$ cat src/rtl/mu0_control_pkg.sv
// Shared encodings for the MU0 sequencer: states, opcodes, ALU functions and the control vector.
package mu0_control_pkg;

    typedef enum logic [1:0] {
        ST_FETCH = 2'b00,
        ST_EXEC  = 2'b01,
        ST_HALT  = 2'b10
    } state_t;

    localparam logic [3:0] OP_LDA = 4'h0;
    localparam logic [3:0] OP_STA = 4'h1;
    localparam logic [3:0] OP_ADD = 4'h2;
    localparam logic [3:0] OP_SUB = 4'h3;
    localparam logic [3:0] OP_JMP = 4'h4;
    localparam logic [3:0] OP_JGE = 4'h5;
    localparam logic [3:0] OP_JNE = 4'h6;
    localparam logic [3:0] OP_STP = 4'h7;

    localparam logic [1:0] M_Y   = 2'b00;
    localparam logic [1:0] M_ADD = 2'b01;
    localparam logic [1:0] M_INC = 2'b10;
    localparam logic [1:0] M_SUB = 2'b11;

    typedef struct packed {
        logic       x_sel;
        logic       y_sel;
        logic       addr_sel;
        logic       pc_en;
        logic       ir_en;
        logic       acc_en;
        logic [1:0] m;
        logic       rd;
        logic       wr;
    } ctrl_t;

    // Opcodes 0..3 touch memory and wait on Mem_Ack.
    function automatic logic is_mem_op(input logic [3:0] f);
        return (f[3:2] == 2'b00);
    endfunction

    function automatic logic is_illegal_op(input logic [3:0] f);
        return f[3];
    endfunction

endpackage

$ cat src/rtl/mu0_decode.sv
// Combinational decode of state, opcode and flags into the MU0 datapath control vector.
module mu0_decode
    import mu0_control_pkg::*;
(
    input  state_t     state,
    input  logic [3:0] f,
    input  logic       n,
    input  logic       z,
    input  logic       mem_ack,
    output ctrl_t      ctrl
);

    always_comb begin
        ctrl = '0;
        case (state)
            ST_FETCH: begin
                ctrl.addr_sel = 1'b0;
                ctrl.rd       = 1'b1;
                ctrl.x_sel    = 1'b1;
                ctrl.m        = M_INC;
                ctrl.ir_en    = mem_ack;
                ctrl.pc_en    = mem_ack;
            end
            ST_EXEC: begin
                case (f)
                    OP_LDA: begin
                        ctrl.addr_sel = 1'b1;
                        ctrl.rd       = 1'b1;
                        ctrl.m        = M_Y;
                        ctrl.acc_en   = mem_ack;
                    end
                    OP_STA: begin
                        ctrl.addr_sel = 1'b1;
                        ctrl.wr       = 1'b1;
                    end
                    OP_ADD: begin
                        ctrl.addr_sel = 1'b1;
                        ctrl.rd       = 1'b1;
                        ctrl.m        = M_ADD;
                        ctrl.acc_en   = mem_ack;
                    end
                    OP_SUB: begin
                        ctrl.addr_sel = 1'b1;
                        ctrl.rd       = 1'b1;
                        ctrl.m        = M_SUB;
                        ctrl.acc_en   = mem_ack;
                    end
                    OP_JMP: begin
                        ctrl.y_sel = 1'b1;
                        ctrl.m     = M_Y;
                        ctrl.pc_en = 1'b1;
                    end
                    OP_JGE: begin
                        ctrl.y_sel = 1'b1;
                        ctrl.m     = M_Y;
                        ctrl.pc_en = ~n;
                    end
                    OP_JNE: begin
                        ctrl.y_sel = 1'b1;
                        ctrl.m     = M_Y;
                        ctrl.pc_en = ~z;
                    end
                    default: ctrl = '0;
                endcase
            end
            default: ctrl = '0;
        endcase
    end

endmodule

$ cat src/rtl/mu0_control.sv
// MU0 sequencer: FETCH/EXEC/HALT state register, halt/illegal flags and next-state logic.
//   state    | meaning
//   ST_FETCH | read instruction at PC, increment PC, wait for Mem_Ack
//   ST_EXEC  | execute IR opcode, memory ops wait for Mem_Ack
//   ST_HALT  | stopped after STP or illegal opcode, until Reset
module mu0_control
    import mu0_control_pkg::*;
(
    input  logic       Clk,
    input  logic       Reset,
    input  logic [3:0] F,
    input  logic       N,
    input  logic       Z,
    input  logic       Mem_Ack,
    output logic       X_sel,
    output logic       Y_sel,
    output logic       Addr_sel,
    output logic       PC_En,
    output logic       IR_En,
    output logic       Acc_En,
    output logic [1:0] M,
    output logic       Rd,
    output logic       Wr,
    output logic       Halted,
    output logic       Illegal
);

    state_t state_q;
    state_t state_d;
    logic   halted_q;
    logic   illegal_q;
    ctrl_t  ctrl;
    ctrl_t  ctrl_out;

    mu0_decode u_decode (
        .state   (state_q),
        .f       (F),
        .n       (N),
        .z       (Z),
        .mem_ack (Mem_Ack),
        .ctrl    (ctrl)
    );

    always_comb begin
        state_d = state_q;
        case (state_q)
            ST_FETCH: if (Mem_Ack) state_d = ST_EXEC;
            ST_EXEC: begin
                if (is_mem_op(F)) begin
                    if (Mem_Ack) state_d = ST_FETCH;
                end else if (F == OP_JMP || F == OP_JGE || F == OP_JNE) begin
                    state_d = ST_FETCH;
                end else begin
                    state_d = ST_HALT;
                end
            end
            ST_HALT:  state_d = ST_HALT;
            default:  state_d = ST_FETCH;
        endcase
    end

    always_ff @(posedge Clk) begin
        if (Reset) begin
            state_q   <= ST_FETCH;
            halted_q  <= 1'b0;
            illegal_q <= 1'b0;
        end else begin
            state_q <= state_d;
            if (state_q == ST_EXEC && state_d == ST_HALT) begin
                halted_q  <= 1'b1;
                illegal_q <= is_illegal_op(F);
            end
        end
    end

    // Reset drops every request and enable combinationally in the reset cycle itself.
    assign ctrl_out = Reset ? '0 : ctrl;

    assign X_sel    = ctrl_out.x_sel;
    assign Y_sel    = ctrl_out.y_sel;
    assign Addr_sel = ctrl_out.addr_sel;
    assign PC_En    = ctrl_out.pc_en;
    assign IR_En    = ctrl_out.ir_en;
    assign Acc_En   = ctrl_out.acc_en;
    assign M        = ctrl_out.m;
    assign Rd       = ctrl_out.rd;
    assign Wr       = ctrl_out.wr;
    assign Halted   = halted_q;
    assign Illegal  = illegal_q;

endmodule

$ cat config.mk
export PLATFORM = sky130hd
export DESIGN_NAME = mu0_control
export DESIGN_NICKNAME = d
export VERILOG_FILES = /design/src/rtl/mu0_control_pkg.sv /design/src/rtl/mu0_decode.sv /design/src/rtl/mu0_control.sv
export SDC_FILE = /design/constraint.sdc
export NUM_CORES = 1
export LEC_CHECK = 0
export CAP_MARGIN = 5
export CELL_PAD_IN_SITES_DETAIL_PLACEMENT = 0
export CELL_PAD_IN_SITES_GLOBAL_PLACEMENT = 2
export CORE_MARGIN = 2
export CORE_UTILIZATION = 18
export DETAILED_ROUTE_END_ITERATION = 12
export GPL_TIMING_DRIVEN = 0
export PLACE_DENSITY_LB_ADDON = 0.1
export SYNTH_ARGS = -nofsm -noshare
export SYNTH_HDL_FRONTEND = slang
export SYNTH_HIERARCHICAL = 1
export SYNTH_SLANG_ARGS = --single-unit
$ cat constraint.sdc
create_clock -name Clk -period 1.5 [get_ports Clk]
set_clock_uncertainty 0.15 [all_clocks]
set_input_delay 0.3 -clock Clk [delete_from_list [all_inputs] [get_ports Clk]]
set_output_delay 0.3 -clock Clk [all_outputs]
set_load 0.005 [all_outputs]
# [After elaboration in Yosys (flattened, before gate mapping)]
# Index checks and enable logic that the tools add are counted.
# Widths: inputs -> output; s select.
[op_classes] eq_ne=9 n_mux=19 bitwise_logic=2 reduce_logical=9
[op_table] operator="$eq 4x3->1 const B" n=3
[op_table] operator="$pmux 3 s2" n=2
[op_table] operator="$mux 10" n=1
[op_table] operator="$mux 1" n=9
[op_table] operator="$eq 4x2->1 const B" n=2
[op_table] operator="$mux 2" n=4
[op_table] operator="$pmux 2 s3" n=1
[op_table] operator="$reduce_or 3->1" n=2
[op_table] operator="$eq 2x2->1 const B" n=2
[op_table] operator="$eq 4x1->1 const B" n=1
[op_table] operator="$logic_not 2->1" n=2
[op_table] operator="$logic_not 4->1" n=1
[op_table] operator="$pmux 2 s2" n=1
[op_table] operator="$reduce_or 4->1" n=1
[op_table] operator="$pmux 1 s3" n=1
[op_table] operator="$eq 2x1->1 const B" n=1
[op_table] operator="$logic_or 1x1->1" n=2
[op_table] operator="$not 1->1" n=2
[op_table] operator="$logic_and 1x1->1" n=1
[totals] regBits=4 inputBits=9 out_inout_bits=12

# [Logic depth before layout (Yosys ltp)]
# Gate-level depths: netlist (run 1).
[depth] depth_word=8 ltp_mapped=4 ltp_nobuf=4

# [Cells and area by module]
# The synthesis (run 1) kept the hierarchy.
[modules_own_cells] module="mu0_control" instances=1 cells_each=29 area_each_um2=246.5 seq_area_each_um2=80.1
[modules_own_cells] module="mu0_decode" instances=1 cells_each=18 area_each_um2=125.1 seq_area_each_um2=0.0

# [Worst setup path before layout (run 1)]
# Ideal clock, no wire load.
[synth_timing] path_type="register to output" from="reg state_q[1]" to="out PC_En" arrival_ns=1.038 t_required_ns=1.050 slack_ns=0.012 path_stages_with_launch=5 cell_sequence="dfxtp_1 nand2b_1 a2111oi_4 a21o_1 nor2b_1"
[synth_rtl] element="from (decl)" line="mu0_control.sv:28" text="state_t state_q;"
[synth_rtl] element="from (signal assigned)" line="mu0_control.sv:68" text="state_q <= state_d;"
[synth_rtl] element="to (decl)" line="mu0_control.sv:18" text="output logic PC_En,"

==> impl_results.md, run 1 <==
* Status: complete, but fails checks
* Violated checks: negative setup slack
* RSZ-0062 raised after global routing: true
* Slew Viols, Final at 0
* Via density at 4.15
* Crit path to: Acc_En
* Critical path type: register to primary output
* # port buffers at 20
* First-pass GRT wire length at 1.97 mm
* I/O pins at 21
* Area Growth Syn to Fin at 96.0%
* Worst VDD drop at 0.401 mV
* Avg WL per Cell at 11.0 um
* Vias in the first global route at 449
* Post-synth cell types at 22
* Synthesized area at 372 sq um
* RD Place Congestion at 0.623
* Layout cells sized above 1 at 0.595
* Total gr overflow at 0
* Final WS setup at -0.306 ns
* Hold Path Stages at 3
* Starting Density at 0.189
* Worst hold path type: input port to register
* Worst slew pin tran at 0.251 ns
* Critical path arrival at 1.36 ns
* Worst-Skew Late Latency at 0.23 ns
* Critical path endpoint category: primary output
* Final setup vio count at 10
* Critical Path RT at 1.05 ns
* Syn Nets at 56
* Full die area at 0.00244 sq mm
* Avg Cell Area, Syn at 7.91 sq um
* Placed insts at 94
* Slew margin rel. at 0.833
* Dpl hpwl at 830 um
* Number of synthesized register bits at 4
* Crit path from: state_q[1]
* Starting DRT DRC Count at 2
* Clk sink count at 4
* Post-synthesis cell count at 47
* Fmax at 554 MHz
* 1st-pass router iterations at 2
* Most frequent cells in the layout: buf_2, nor2b_1, buf_4, buf_6
* Overall Global Routing Usage at 0.107
* Clock buffer count from CTS at 3
* Initial antenna violation count at 0
* Hold buffers post-CTS at 0
* Yosys warns at 6
* Core Box Area at 0.00196 sq mm
* Layout net count at 90
* Worst Setup Start Kind: register
* N_diodes at 0
* Cells on worst reg2reg path at 7
* Post-Route WL at 1.16 mm
* Most common cell after layout, fill and taps aside: buf_2
* Clock Tree Buf Depth at 2
* Non-filler cells, final at 106
* Post-layout minimum cycle time at 1.81 ns
* Detail Route Antenna Nets at 0
* Capturing point of the worst reg2reg path: Halted
* Root Buffer Master: clkbuf_4
* R2R setup slack at 0.08 ns
* Static leakage at 0.000326 uW
* Clock Pin Slew Worst Setup and Hold Paths at 0.04 ns
* FF-to-FF Start: state_q[1]
* Die X at 49.4 um
* Largest net degree at the start of global routing at 11
* Vias at 440
* Period utilization at 1.20
* TritonCTS clock tree: done
* Pwr dens at 560 mW/mm^2
* Count of final hold-check violations at 0
* CP max FO at 3
* DIE HEIGHT at 49.4 um
* Sequential share of the synthesized area at 0.215
* H-Tree Level Count at 1
* Max-cap violation count at 0
* Site Rows at 16
* Pwr Total at 408 uW
* # DRC at 0
## power by group
part / leakage, uW / switching (uW) / internal [uW]
logic: 0.000278 / 72.2 / 87.9
registers: 0.0000342 / 5.86 / 113
clock network: 0.0000138 / 40.2 / 89.2
## Yosys cell counts
library cell / number / area, sq um
nand2b_1: 2 / 12.5
nand3_1: 1 / 5.00
inv_2: 1 / 3.75
nor2b_1: 10 / 62.6
and3_1: 1 / 6.26
a21o_1: 2 / 15.0
nor2b_2: 1 / 8.76
nor4b_2: 1 / 15.0
o21ai_0: 2 / 10.0
nor4_1: 1 / 6.26
nor2_1: 2 / 7.51
a21oi_2: 1 / 8.76
buf_2: 1 / 5.00
nand2_1: 3 / 11.3
a21bo_1: 1 / 10.0
nor3_2: 2 / 20.0
a21oi_1: 5 / 25.0
inv_1: 2 / 7.51
and2_1: 2 / 12.5
and3_4: 1 / 11.3
a2111oi_4: 1 / 27.5
dfxtp_1: 4 / 80.1
## worst min path at each step
stage / slack [ns] / endpoint / start
final: 0.28 / Illegal / F[3]
after CTS: 0.26 / Illegal / F[3]
after global placement: 0.29 / Halted / Halted
after floorplan: 0.29 / Halted / Halted
after detailed placement: 0.29 / Halted / Halted
after global routing: 0.29 / Illegal / F[3]
## final cells by class
class | count | area (sq um)
Multi-Input combinational cell | 39 | 347
Buffer | 1 | 11.3
Inverter | 3 | 11.3
Sequential cell | 4 | 87.6
Timing Repair Buffer | 29 | 215
Fill cell | 251 | 1230
Clock buffer | 3 | 22.5
Tap cell | 27 | 33.8
## cells by family (layout without fill, tap and decap cells)
family | after synthesis | in the layout | share of synthesized area
buffers and inverters | 4 | 36 | 0.0438
and+or+nand+nor | 27 | 27 | 0.481
AOI/OAI and AO/OA | 12 | 12 | 0.259
DFF | 4 | 4 | 0.215
## sequential cells by signal (all words and copies together), names as in the netlist
name     count
state_q      2
Illegal      1
Halted       1
## through the flow
step                      setup WS (ns)  hold slack, ns  setup TNS [ns]   util  instance area, sq um
after floorplan                  0.0115           0.292               0      -                   372
after global placement            -1.07           0.285           -9.14  0.309                   606
after detailed placement          -1.05           0.294           -9.05  0.309                   606
after CTS                        -0.365           0.256           -2.51  0.341                   668
after global routing             -0.375           0.289           -2.86  0.371                   728
final                            -0.306           0.281           -2.09  0.371                   728
## worst max-delay path, stage by stage, from the launching register on
cell and delay [ns]:
dfxtp_4 0.33, nand2b_4 0.15, buf_6 0.12, nor3_4 0.13
and3_1 0.16, nor2b_1 0.12, buf_2 0.12
## metal layers
layer  global-route usage  routed length [um]  up-vias
met5                    0                   0        -
met4               0.0694                   0        0
met3               0.0245                  41        0
met2                0.178                 622        9
met1                0.120                 497      204
li1                     -                   -      227
## repair_timing
action | in CTS | in global routing
setup endpoints to repair | 13 | 10
gates resized for setup | 85 | 11
pin swaps | 6 | 1
buffers inserted | 6 | 4
Note: power is estimated with default switching activity, not from simulation.
==> run 2, diff against run 1 <==
--- a/config.mk
+++ b/config.mk
@@ -12,6 +12,7 @@
 export CORE_UTILIZATION = 18
 export DETAILED_ROUTE_END_ITERATION = 12
 export GPL_TIMING_DRIVEN = 0
+export HOLD_SLACK_MARGIN = 0.1
 export PLACE_DENSITY_LB_ADDON = 0.1
 export SYNTH_ARGS = -nofsm -noshare
 export SYNTH_HDL_FRONTEND = slang
==> results of run 2 <==
The final DEF is identical to that of run 1; final timing and power are the same.
